### src/rtl/signed_bcd_converter_pkg.sv
// Shared constants and state encoding for the signed binary-to-BCD converter.
// Imported by the converter top and its digit adjust cell.
package signed_bcd_converter_pkg;

  localparam int WIDTH  = 16;
  localparam int DIGITS = 5;
  localparam int CNT_W  = 5;

  typedef enum logic [1:0] {
    IDLE,
    SHIFT,
    FINISH
  } state_t;

endpackage

### src/rtl/signed_bcd_converter_bcd_add3.sv
// Double-dabble digit correction cell.
// Adds 3 to a BCD digit of 5 or more before the next shift.
module bcd_add3 (
  input  logic [3:0] digit,
  output logic [3:0] adjusted
);

  assign adjusted = (digit >= 4'd5) ? digit + 4'd3 : digit;

endmodule

### src/rtl/signed_bcd_converter.sv
// Sequential signed binary-to-BCD converter (shift-add-3).
// Sign and magnitude are split on Start, then 16 shift steps build the digits.
module signed_bcd_converter #(
  parameter int WIDTH  = signed_bcd_converter_pkg::WIDTH,
  parameter int DIGITS = signed_bcd_converter_pkg::DIGITS
) (
  input  logic                  Clock,
  input  logic                  Reset,
  input  logic                  Start,
  input  logic [WIDTH-1:0]      Value,
  output logic                  Busy,
  output logic                  Done,
  output logic                  Negative,
  output logic [4*DIGITS-1:0]   Digits
);

  import signed_bcd_converter_pkg::*;

  state_t               state;
  logic                 sign;
  logic [WIDTH-1:0]     mag;
  logic [4*DIGITS-1:0]  acc;
  logic [4*DIGITS-1:0]  acc_adj;
  logic [CNT_W-1:0]     cnt;

  for (genvar g = 0; g < DIGITS; g++) begin : g_add3
    bcd_add3 u_add3 (
      .digit    (acc[4*g +: 4]),
      .adjusted (acc_adj[4*g +: 4])
    );
  end

  always_ff @(posedge Clock) begin
    if (Reset) begin
      state    <= IDLE;
      Busy     <= 1'b0;
      Done     <= 1'b0;
      Negative <= 1'b0;
      Digits   <= '0;
      sign     <= 1'b0;
      mag      <= '0;
      acc      <= '0;
      cnt      <= '0;
    end else begin
      Done <= 1'b0;
      unique case (state)
        IDLE: begin
          if (Start) begin
            // 0x8000 negates to itself, which is 32768 read as unsigned
            sign  <= Value[WIDTH-1];
            mag   <= Value[WIDTH-1] ? WIDTH'(-Value) : Value;
            acc   <= '0;
            cnt   <= '0;
            Busy  <= 1'b1;
            state <= SHIFT;
          end
        end
        SHIFT: begin
          {acc, mag} <= {acc_adj, mag} << 1;
          cnt        <= cnt + 1'b1;
          if (cnt == CNT_W'(WIDTH - 1))
            state <= FINISH;
        end
        FINISH: begin
          Digits   <= acc;
          Negative <= sign;
          Done     <= 1'b1;
          Busy     <= 1'b0;
          state    <= IDLE;
        end
        default: begin
          Busy  <= 1'b0;
          state <= IDLE;
        end
      endcase
    end
  end

endmodule

### config.mk
export PLATFORM = sky130hd
export DESIGN_NAME = signed_bcd_converter
export DESIGN_NICKNAME = d
export VERILOG_FILES = /design/src/rtl/signed_bcd_converter_pkg.sv /design/src/rtl/signed_bcd_converter_bcd_add3.sv /design/src/rtl/signed_bcd_converter.sv
export SDC_FILE = /design/constraint.sdc
export NUM_CORES = 1
export LEC_CHECK = 0
export ABC_CLOCK_PERIOD_IN_PS = 2600
export CAP_MARGIN = 5
export CORE_AREA = 2 2 87 89
export DETAILED_ROUTE_END_ITERATION = 6
export DIE_AREA = 0 0 89 91
export DONT_BUFFER_PORTS = 1
export SETUP_SLACK_MARGIN = 0.15
export SYNTH_ARGS = -nofsm -noshare
export SYNTH_HDL_FRONTEND = slang
export SYNTH_SLANG_ARGS = --single-unit
### constraint.sdc
create_clock -name Clock -period 2.6 [get_ports Clock]
set_clock_uncertainty 0.15 [all_clocks]
set_input_delay 0.26 -clock Clock [delete_from_list [all_inputs] [get_ports Clock]]
set_output_delay 0.26 -clock Clock [all_outputs]
set_load 0.1 [all_outputs]
==> impl_metrics.py, run 1 <==
metrics = {
    "status": {
        "run_status": "completed",
    },
    "global_routing": {
        "first_global_vias": 2453,
        "overflow": 0,
        "wire_length_of_the_first_global_routing_pass_um": 11400,
        "grt_antenna_before_repair": 0,
        "grt_start_max_net_pins": 48,
        "grt_usage_pct": 18.1,
    },
    "logic_synthesis": {
        "syn-num-nets": 391,
        "synth_edf_count": 0,
        "synth_seq_area_share_pct": 43.1,
        "synth-main-ff-cell": "dfxtp_1",
        "postSynthRegisterBits": 67,
        "avgSynthCellArea_sq_um": 8.67,
        "synthCells": 359,
        "ys.warnings.count": 0,
        "netlist_area_sq_um": 3110,
        "ys_async_sr_fraction_pct": 0,
        "synth.lib_cells_used.distinct": 44,
    },
    "setup_path": {
        "critical_path_type": "input port to flop",
        "timing.critical_path.from": "Value[0]",
        "critical_path.max_fanout": 5,
        "rr_worst_depth": 5,
        "critPathCaptureType": "flop",
        "timing.critical_path.from_type": "input port",
        "regToRegStartpoint": "state[0]",
        "cp_data_arrival_time_ns": 2.15,
        "required_arrival_time_at_the_worst_endpoint_ns": 2.68,
    },
    "timing": {
        "timing_worst_slew_pin_value_ns": 0.949,
        "rsz0062_at_grt": "false",
        "final_hold_viol_count": 0,
        "layout_min_cycle_time_ns": 2.07,
        "number_of_pins_with_negative_max_slew_slack_in_the_final_report": 0,
        "final_min_period_over_clock_period_pct": 79.7,
        "slew-limit-headroom_pct": 36.7,
        "tns_setup_ns": 0,
        "finalSetupViolations": 0,
        "fmax_ghz": 0.483,
    },
    "clock_tree": {
        "cts_post_setup_buffers_inserted": 0,
        "h-tree-depth": 3,
        "cts-root-to-sink-buffers": 2,
        "cts_tree": "yes",
        "clock-root-buffer": "clkbuf_8",
        "cts-buffers-inserted": 9,
        "clock_sinks": 67,
        "clock_insertion_delay_worst_skew_ns": 0.35,
        "clk_pin_slew_worst_paths_ns": 0.07,
        "post_cts.resized_instances": 0,
        "cts.hold.buffers_added": 15,
    },
    "finish": {
        "final-seq-area_sq_um": 1340,
        "fin_nets": 429,
        "antenna_cells": 0,
        "area_growth_pct": 19.6,
        "fill_cell_instance_count_of_the_final_layout": 724,
        "fin_util_pct": 52.2,
        "multiInputGateArea_sq_um": 1630,
        "layout-drive-gt1-share_pct": 13.7,
        "mostFrequentLayoutCells": "dfxtp_1, nand2_1, a21oi_1",
        "layout.cells.most_common": "dfxtp_1",
    },
    "flow_run": {
        "maxCapViolCount": 0,
    },
    "routing": {
        "drt-vias-per-instance": 5.21,
        "antenna_violating_nets_post_route": 0,
        "first_iter_violations": 109,
        "routedWlPerCell_um": 13.4,
        "drcViolationCount": 0,
        "drt-total-wl_um": 6690,
        "dr_total_vias": 2608,
        "detail_route.first_pass.iterations": 4,
    },
    "floorplan": {
        "num_rows": 31,
        "dieArea_sq_um": 8100,
        "die_y_um": 91,
        "placeableCoreArea_sq_um": 7140,
        "initial_utilization_pct": 43.6,
        "num_io_pins": 42,
        "die_wd_um": 89,
    },
    "place": {
        "numPortBuffers": 0,
        "dp_hpwl_um": 4530,
        "gp_routability_congestion": 0.729,
    },
    "pwr": {
        "p_per_area_nw_per_um2": 546,
        "power_leakage_nw": 1.42,
        "irDropWorstVdd_mv": 0.226,
        "power.total_mw": 2.03,
    },
    "min_path": {
        "timing.hold.worst_path_depth": 3,
        "min-delay-path-class": "input port to flop",
        "hold_start": "Reset",
    },
}
area by class of cell:
type,instances,area share (%)
Clock buffer,14,4.37
Timing Repair Buffer,47,10.8
Clock inverter,2,0.269
Inverter,14,1.41
Sequential cell,67,36.0
Tap cell,99,3.33
Multi-Input combinational cell,258,43.9
path summary, 6_finish.rpt:
| kind | end | slack, ns |
|---|---|---|
| setup / recovery | mag[6] | 0.53 |
| hold / removal | mag[13] | 0.02 |
| setup reg to reg | mag[11] | 0.69 |
| hold reg to reg | Digits[6] | 0.30 |
registers in the layout, indices dropped and copies added (netlist names):
register	flops
sign	1
mag	16
acc	20
Negative	1
Digits	20
state	2
Busy	1
Done	1
cnt	5
cells in the mapped netlist, drive strengths merged (8+ instances only):
cell type | n | share of area (%)
buf | 8 | 1.3
xor2 | 14 | 3.9
nand2 | 58 | 7.0
o21ai | 23 | 3.7
nand3 | 8 | 1.3
nor2 | 9 | 1.1
ha | 13 | 5.2
nand2b | 11 | 2.2
clkbuf | 12 | 1.4
a22oi | 13 | 3.1
dfxtp | 67 | 43
a21oi | 40 | 6.4
inv | 14 | 1.7
o22ai | 8 | 1.6
metal layers:
layer  up-vias  routed length (um)  global-route usage (%)
met5         -                   0                       0
met4         0                  95                    5.60
met3         8                 393                    6.27
met2        60                3080                    28.8
met1      1203                3120                    22.9
li1       1337                   -                       -
critical path, cell delays in order:
cell           delay [ns]
dlygate4sd3_1        0.53
inv_1                0.09
ha_1                 0.15
or3b_1               0.48
o31ai_2              0.37
xor2_1               0.19
o22ai_1              0.09
where the power goes:
group          switching, mW  internal [mW]
clock network          0.375          0.396
registers             0.0172           1.05
logic                  0.112         0.0785
cells by family (layout without fill, tap and decap cells):
group | after synthesis | count (layout) | share of synthesized area, %
and+or+nand+nor | 115 | 115 | 18.4
buffers and inverters | 34 | 77 | 4.46
muxes | 6 | 6 | 1.97
AOI/OAI and AO/OA | 104 | 104 | 21.3
xor gates and xnor gates | 20 | 20 | 5.63
adders and majority gates | 13 | 13 | 5.23
DFF | 67 | 67 | 43.1
through the flow:
stage	std cells	hold WS, ns	setup WS (ns)	instance area (sq um)
5_1_grt	501	0.0194	0.428	3720
4_1_cts	501	0.00164	0.552	3720
2_1_floorplan	359	0.271	0.845	3110
3_3_place_gp	470	0.186	0.762	3390
3_5_place_dp	470	0.188	0.701	3390
6_report	501	0.0181	0.528	3720
No activity file was read; power rests on OpenSTA's default activity.
==> run 2: changes to the inputs <==
ABC_AREA = 1   (was not set)
ABC_CLOCK_PERIOD_IN_PS = 2000   (was 2600)
CORE_AREA = 2 2 89 91   (was 2 2 87 89)
DIE_AREA = 0 0 91 93   (was 0 0 89 91)
clock period = 2 ns   (was 2.6 ns; I/O delays follow)
==> run 2 against run 1 <==
Effect of this change:
- the flow now finishes with violations (hold timing)
- die area is 4.5% higher
- first-iteration DRC count is 1.8% lower
- global-route usage is 0.66 points higher
- setup slack worse by 0.26 ns
- via count is 16% higher
- non-clock buffer count is 2 lower
- register-to-register slack worse by 0.35 ns
- critical path depth is 2 lower
- clock power is 50% higher
- critical path type unchanged
- largest power group unchanged
- highest routed layer unchanged
==> impl_metrics.py, run 2 <==
metrics = {
    "floorplan": {
        "initial_utilization_pct": 43.9,
        "num_rows": 32,
        "dieArea_sq_um": 8460,
        "placeableCoreArea_sq_um": 7530,
        "die_wd_um": 91,
        "num_io_pins": 42,
        "die_y_um": 93,
    },
    "logic_synthesis": {
        "ys_async_sr_fraction_pct": 0,
        "avgSynthCellArea_sq_um": 7.45,
        "netlist_area_sq_um": 3310,
        "postSynthRegisterBits": 67,
        "synthDominantCellAreaShare_pct": 40.6,
        "synthDominantAreaCellType": "dfxtp_1",
        "synthCells": 444,
        "synth_seq_area_share_pct": 40.6,
        "netlist_top_cells_area": "dfxtp_1, a21oi_1, nand2_1",
        "synth.lib_cells_used.distinct": 37,
        "synth.most_common_cell": "nand2_1",
        "synth_common_cells": "nand2_1, dfxtp_1, a21oi_1, o21ai_0",
        "ys.warnings.count": 0,
        "synth_edf_count": 0,
        "syn-num-nets": 476,
        "synth-main-ff-cell": "dfxtp_1",
    },
    "place": {
        "placement.setup.worst_slack_ns": 0.343,
        "numPortBuffers": 0,
        "gp_routability_congestion": 0.829,
        "placed_cells_incl_taps": 553,
        "dp_hpwl_um": 4950,
    },
    "timing": {
        "final.hold.worst_slack_ns": -0.00993,
        "tns_setup_ns": 0,
        "rsz0062_at_grt": "true",
        "number_of_pins_with_negative_max_slew_slack_in_the_final_report": 0,
        "slew-limit-headroom_pct": 66.2,
        "layout_min_cycle_time_ns": 1.73,
        "timing_worst_slew_pin_value_ns": 0.507,
        "final_hold_viol_count": 1,
        "fmax_ghz": 0.577,
        "finalSetupViolations": 0,
        "setup_slack_ns": 0.268,
        "final_min_period_over_clock_period_pct": 86.6,
    },
    "routing": {
        "first_iter_violations": 107,
        "antenna_violating_nets_post_route": 0,
        "drt-vias-per-instance": 5.15,
        "drt-total-wl_um": 7370,
        "dr_total_vias": 3024,
        "drcViolationCount": 0,
        "routedWlPerCell_um": 12.5,
        "detail_route.first_pass.iterations": 4,
    },
    "setup_path": {
        "cp_data_arrival_time_ns": 1.85,
        "timing.critical_path.from_type": "input port",
        "critPathCaptureType": "flop",
        "required_arrival_time_at_the_worst_endpoint_ns": 2.12,
        "critical_path_type": "input port to flop",
        "critical_path.max_fanout": 3,
    },
    "min_path": {
        "min-delay-path-class": "input port to flop",
    },
    "clock_tree": {
        "clock-root-buffer": "clkbuf_8",
        "h-tree-depth": 3,
        "clock_sinks": 67,
        "clock_insertion_delay_worst_skew_ns": 0.34,
        "cts_tree": "yes",
        "cts-root-to-sink-buffers": 2,
        "clk_pin_slew_worst_paths_ns": 0.07,
        "cts_post_setup_buffers_inserted": 0,
        "cts-buffers-inserted": 9,
    },
    "status": {
        "failing_checks": "hold timing",
        "run_status": "finished with violations",
    },
    "finish": {
        "area_growth_pct": 19.2,
        "layout_top_registers": "Digits (20), acc (20), mag (16)",
        "mostFrequentLayoutCells": "nand2_1, dfxtp_1, a21oi_1",
        "layout.cells.most_common": "nand2_1",
        "fin_nets": 512,
        "layout-drive-gt1-share_pct": 14.0,
        "fill_cell_instance_count_of_the_final_layout": 785,
        "final_cell_count_without_fillers": 587,
        "antenna_cells": 0,
        "multiInputGateArea_sq_um": 1660,
        "final-seq-area_sq_um": 1340,
    },
    "global_routing": {
        "grt_antenna_before_repair": 0,
        "first_global_vias": 2865,
        "grt_start_max_net_pins": 43,
        "overflow": 0,
        "grt_usage_pct": 18.8,
        "wire_length_of_the_first_global_routing_pass_um": 12900,
    },
    "pwr": {
        "power.total_mw": 2.84,
        "p_per_area_nw_per_um2": 719,
        "power_leakage_nw": 1.53,
        "irDropWorstVdd_mv": 0.283,
    },
    "flow_run": {
        "maxCapViolCount": 0,
    },
}
==> run 2: cell types whose count changed in the layout (fill, tap and decap cells not counted), sizes merged, moves of 14 or more <==
cell   delta
a21oi    +18
inv      +34
nand2    +14
nand3    +37
nor2     +16
o21ai    +31
==> run 2: per-layer routing <==
layer,track usage [%],share of wire [%]
met1,22.9,46
met2,32.7,49
met3,3.46,3.2
met4,7.58,1.6
met5,0,0
==> run 2: cell type report <==
class | instances | area share, %
Multi-Input combinational cell | 307 | 42.1
Clock inverter | 4 | 1.21
Tap cell | 102 | 3.24
Clock buffer | 12 | 4.19
Inverter | 50 | 4.89
Timing Repair Buffer | 45 | 10.3
Sequential cell | 67 | 34.0
==> run 2: power by group <==
group / internal (mW) / total [mW] / leakage (nW) / switching, mW
combinational: 0.101 / 0.283 / 0.880 / 0.182
sequential: 1.37 / 1.39 / 0.543 / 0.0215
clock: 0.673 / 1.16 / 0.108 / 0.488
==> run 2: logic make-up (layout without fill, tap and decap cells) <==
kind of cell	Yosys count	in the layout	share of synthesized area, %
xor gates and xnor gates	4	4	1.06
and+or+nand+nor	159	159	22.3
AOI/OAI and AO/OA	131	131	21.6
buffers and inverters	70	111	9.57
DFF	67	67	40.6
adders and majority gates	13	13	4.92
==> run 2: what timing repair did <==
| item | in CTS | in global routing |
|---|---|---|
| hold endpoints to repair | 43 | 0 |
| setup endpoints to repair | 0 | 5 |
| resized for setup | 0 | 3 |
| hold buffers | 18 | 0 |
==> run 2: path summary, 6_finish.rpt <==
path                            startpoint       to  slack (ns)  cells past startpoint
worst max register to register      acc[4]   acc[6]        0.34                      7
worst min register to register        Busy     Busy        0.32                      2
worst max-delay path             Value[14]  mag[15]        0.27                      5
worst min-delay path             Value[15]   mag[8]       -0.01                      3
==> run 2: stage by stage <==
| step | instance area (sq um) | util [%] |
|---|---|---|
| after detailed placement | 3530 | 46.9 |
| after global placement | 3530 | 46.9 |
| final | 3940 | 52.4 |
| after global routing | 3940 | 52.4 |
| after CTS | 3930 | 52.2 |
| after floorplan | 3310 | - |
==> run 2: worst max-delay path, cell delays in order <==
cell and delay (ns):
dlygate4sd3_1 0.58, nor4_2 0.26, dlygate4sd3_1 0.57, nand3b_1 0.10, a21oi_1 0.14
==> run 3: changes to the inputs <==
CORE_AREA = 2 2 82 84   (was 2 2 89 91)
DIE_AREA = 0 0 84 86   (was 0 0 91 93)
PLACE_DENSITY = 0.67   (was not set)
TNS_END_PERCENT = 100   (was not set)
==> run 3 against run 2 <==
Effect of this change:
- the run now ends clean
- clock power shrank 9%
- design area shrank 2.1%
- sequential power hardly changed
==> impl_metrics.py, run 3 (synthesis gave the netlist of run 2 again) <==
metrics = {
    "status": {
        "run_status": "completed",
    },
    "routing": {
        "antenna_violating_nets_post_route": 0,
        "dr_total_vias": 3054,
        "drt-total-wl_um": 7430,
        "first_iter_violations": 235,
        "detail_route.first_pass.iterations": 5,
        "routedWlPerCell_um": 13.2,
        "drt-vias-per-instance": 5.44,
        "drcViolationCount": 0,
    },
    "pwr": {
        "irDropWorstVdd_mv": 0.520,
        "power.total_mw": 2.73,
        "p_per_area_nw_per_um2": 708,
        "power_leakage_nw": 1.51,
    },
    "finish": {
        "antenna_cells": 0,
        "layout.cells.most_common": "nand2_1",
        "final-seq-area_sq_um": 1340,
        "mostFrequentLayoutCells": "nand2_1, dfxtp_1, a21oi_1",
        "fill_cell_instance_count_of_the_final_layout": 595,
        "final_cell_count_without_fillers": 561,
        "area_growth_pct": 16.7,
        "layout_top_registers": "Digits (20), acc (20), mag (16)",
        "fin_nets": 511,
        "layout-drive-gt1-share_pct": 13.4,
        "multiInputGateArea_sq_um": 1650,
    },
    "min_path": {
        "hold_start": "Value[7]",
        "min-delay-path-class": "input port to flop",
        "min_to": "mag[7]",
        "timing.hold.worst_path_depth": 4,
    },
    "clock_tree": {
        "cts-buffers-inserted": 9,
        "clock-root-buffer": "clkbuf_8",
        "h-tree-depth": 3,
        "clk_pin_slew_worst_paths_ns": 0.07,
        "cts_post_setup_buffers_inserted": 0,
        "cts_tree": "yes",
        "clock_insertion_delay_worst_skew_ns": 0.33,
        "clock_sinks": 67,
        "cts-root-to-sink-buffers": 2,
    },
    "floorplan": {
        "num_io_pins": 42,
        "initial_utilization_pct": 52.7,
        "num_rows": 29,
        "dieArea_sq_um": 7220,
        "die_wd_um": 84,
        "die_y_um": 86,
        "placeableCoreArea_sq_um": 6280,
    },
    "setup_path": {
        "cp_data_arrival_time_ns": 1.75,
        "max_stage_delay_ns": 0.41,
        "cp_cell_sequence": "inv_1, ha_1, or2_2, nand3_1, a21oi_1, o21ai_0, a21oi_1",
        "timing.critical_path.from": "acc[0]",
        "timing.critical_path.from_type": "flop",
        "required_arrival_time_at_the_worst_endpoint_ns": 2.07,
        "worst_path_most_repeated_cell": "a21oi_1",
        "critical-path-slowest-cell": "dfxtp_1",
        "rr_worst_depth": 7,
        "critPathCaptureType": "flop",
        "crit-reg2reg-capture": "acc[2]",
        "reg2reg_setup_slack_ns": 0.32,
        "regToRegStartpoint": "acc[0]",
        "critical_path_type": "flop to flop",
        "critical_path.max_fanout": 5,
    },
    "timing": {
        "final_min_period_over_clock_period_pct": 83.9,
        "fmax_ghz": 0.596,
        "finalSetupViolations": 0,
        "tns_setup_ns": 0,
        "slew-limit-headroom_pct": 67.5,
        "number_of_pins_with_negative_max_slew_slack_in_the_final_report": 0,
        "final_hold_viol_count": 0,
        "rsz0062_at_grt": "false",
        "timing_worst_slew_pin_value_ns": 0.487,
        "layout_min_cycle_time_ns": 1.68,
    },
    "global_routing": {
        "first_global_vias": 2786,
        "grt_start_max_net_pins": 43,
        "grt_antenna_before_repair": 0,
        "overflow": 0,
        "wire_length_of_the_first_global_routing_pass_um": 12900,
        "grt_usage_pct": 22.1,
    },
    "place": {
        "placed_cells_incl_taps": 528,
        "gp_routability_congestion": 0.886,
        "numPortBuffers": 0,
        "dp_hpwl_um": 4900,
    },
    "flow_run": {
        "maxCapViolCount": 0,
    },
}
## run 3: per-layer routing
layer	vias up	global-route usage (%)	share of wire [%]
li1	1576	-	-
met1	1405	29.1	48
met2	69	35.8	46
met3	4	5.97	5.3
met4	0	6.60	0.54
met5	-	0	0
## run 3: worst max-delay path, delay by kind of cell (launching register included)
family | cells | cell delay [ns]
simple gates | 2 | 0.47
compound gates | 3 | 0.23
buf+inv | 1 | 0.11
flops | 1 | 0.41
fa+ha+maj | 1 | 0.21
## run 3: layout make-up
class / instances / share of cell area (%)
multi-input combinational: 307 / 42.8
sequential: 67 / 34.8
timing repair buffer: 44 / 9.98
inverter: 50 / 4.99
clock buffer: 15 / 4.83
tap: 77 / 2.50
clock inverter: 1 / 0.130
## run 3: worst max path at each step
stage	slack (ns)	depth (start not counted)	endpoint
6_report	0.32	7	acc[2]
5_1_grt	0.18	7	acc[2]
4_1_cts	0.23	5	mag[7]
3_5_place_dp	0.31	7	acc[10]
3_3_place_gp	0.37	7	acc[14]
2_1_floorplan	0.47	7	acc[2]
## run 3: repair_timing
item                       CTS  global route
hold buffers                17             0
setup endpoints to repair    0             2
resized for setup            0             2
hold endpoints to repair    43             0
## run 3: report_power, final
| part | switching (mW) | total (mW) | internal [mW] | leakage, nW |
|---|---|---|---|---|
| Combinational | 0.183 | 0.278 | 0.0953 | 0.869 |
| Sequential | 0.0230 | 1.39 | 1.37 | 0.544 |
| Clock | 0.474 | 1.06 | 0.585 | 0.0997 |
## run 3: per-stage QoR
step / util (%) / worst slack (ns) / hold WS, ns / area, sq um
2_1_floorplan: - / 0.475 / 0.210 / 3310
3_5_place_dp: 55.5 / 0.315 / 0.124 / 3480
3_3_place_gp: 55.5 / 0.369 / 0.122 / 3480
5_1_grt: 61.5 / 0.178 / 0.0379 / 3860
6_report: 61.5 / 0.323 / 0.0135 / 3860
4_1_cts: 61.4 / 0.234 / 0.00139 / 3860
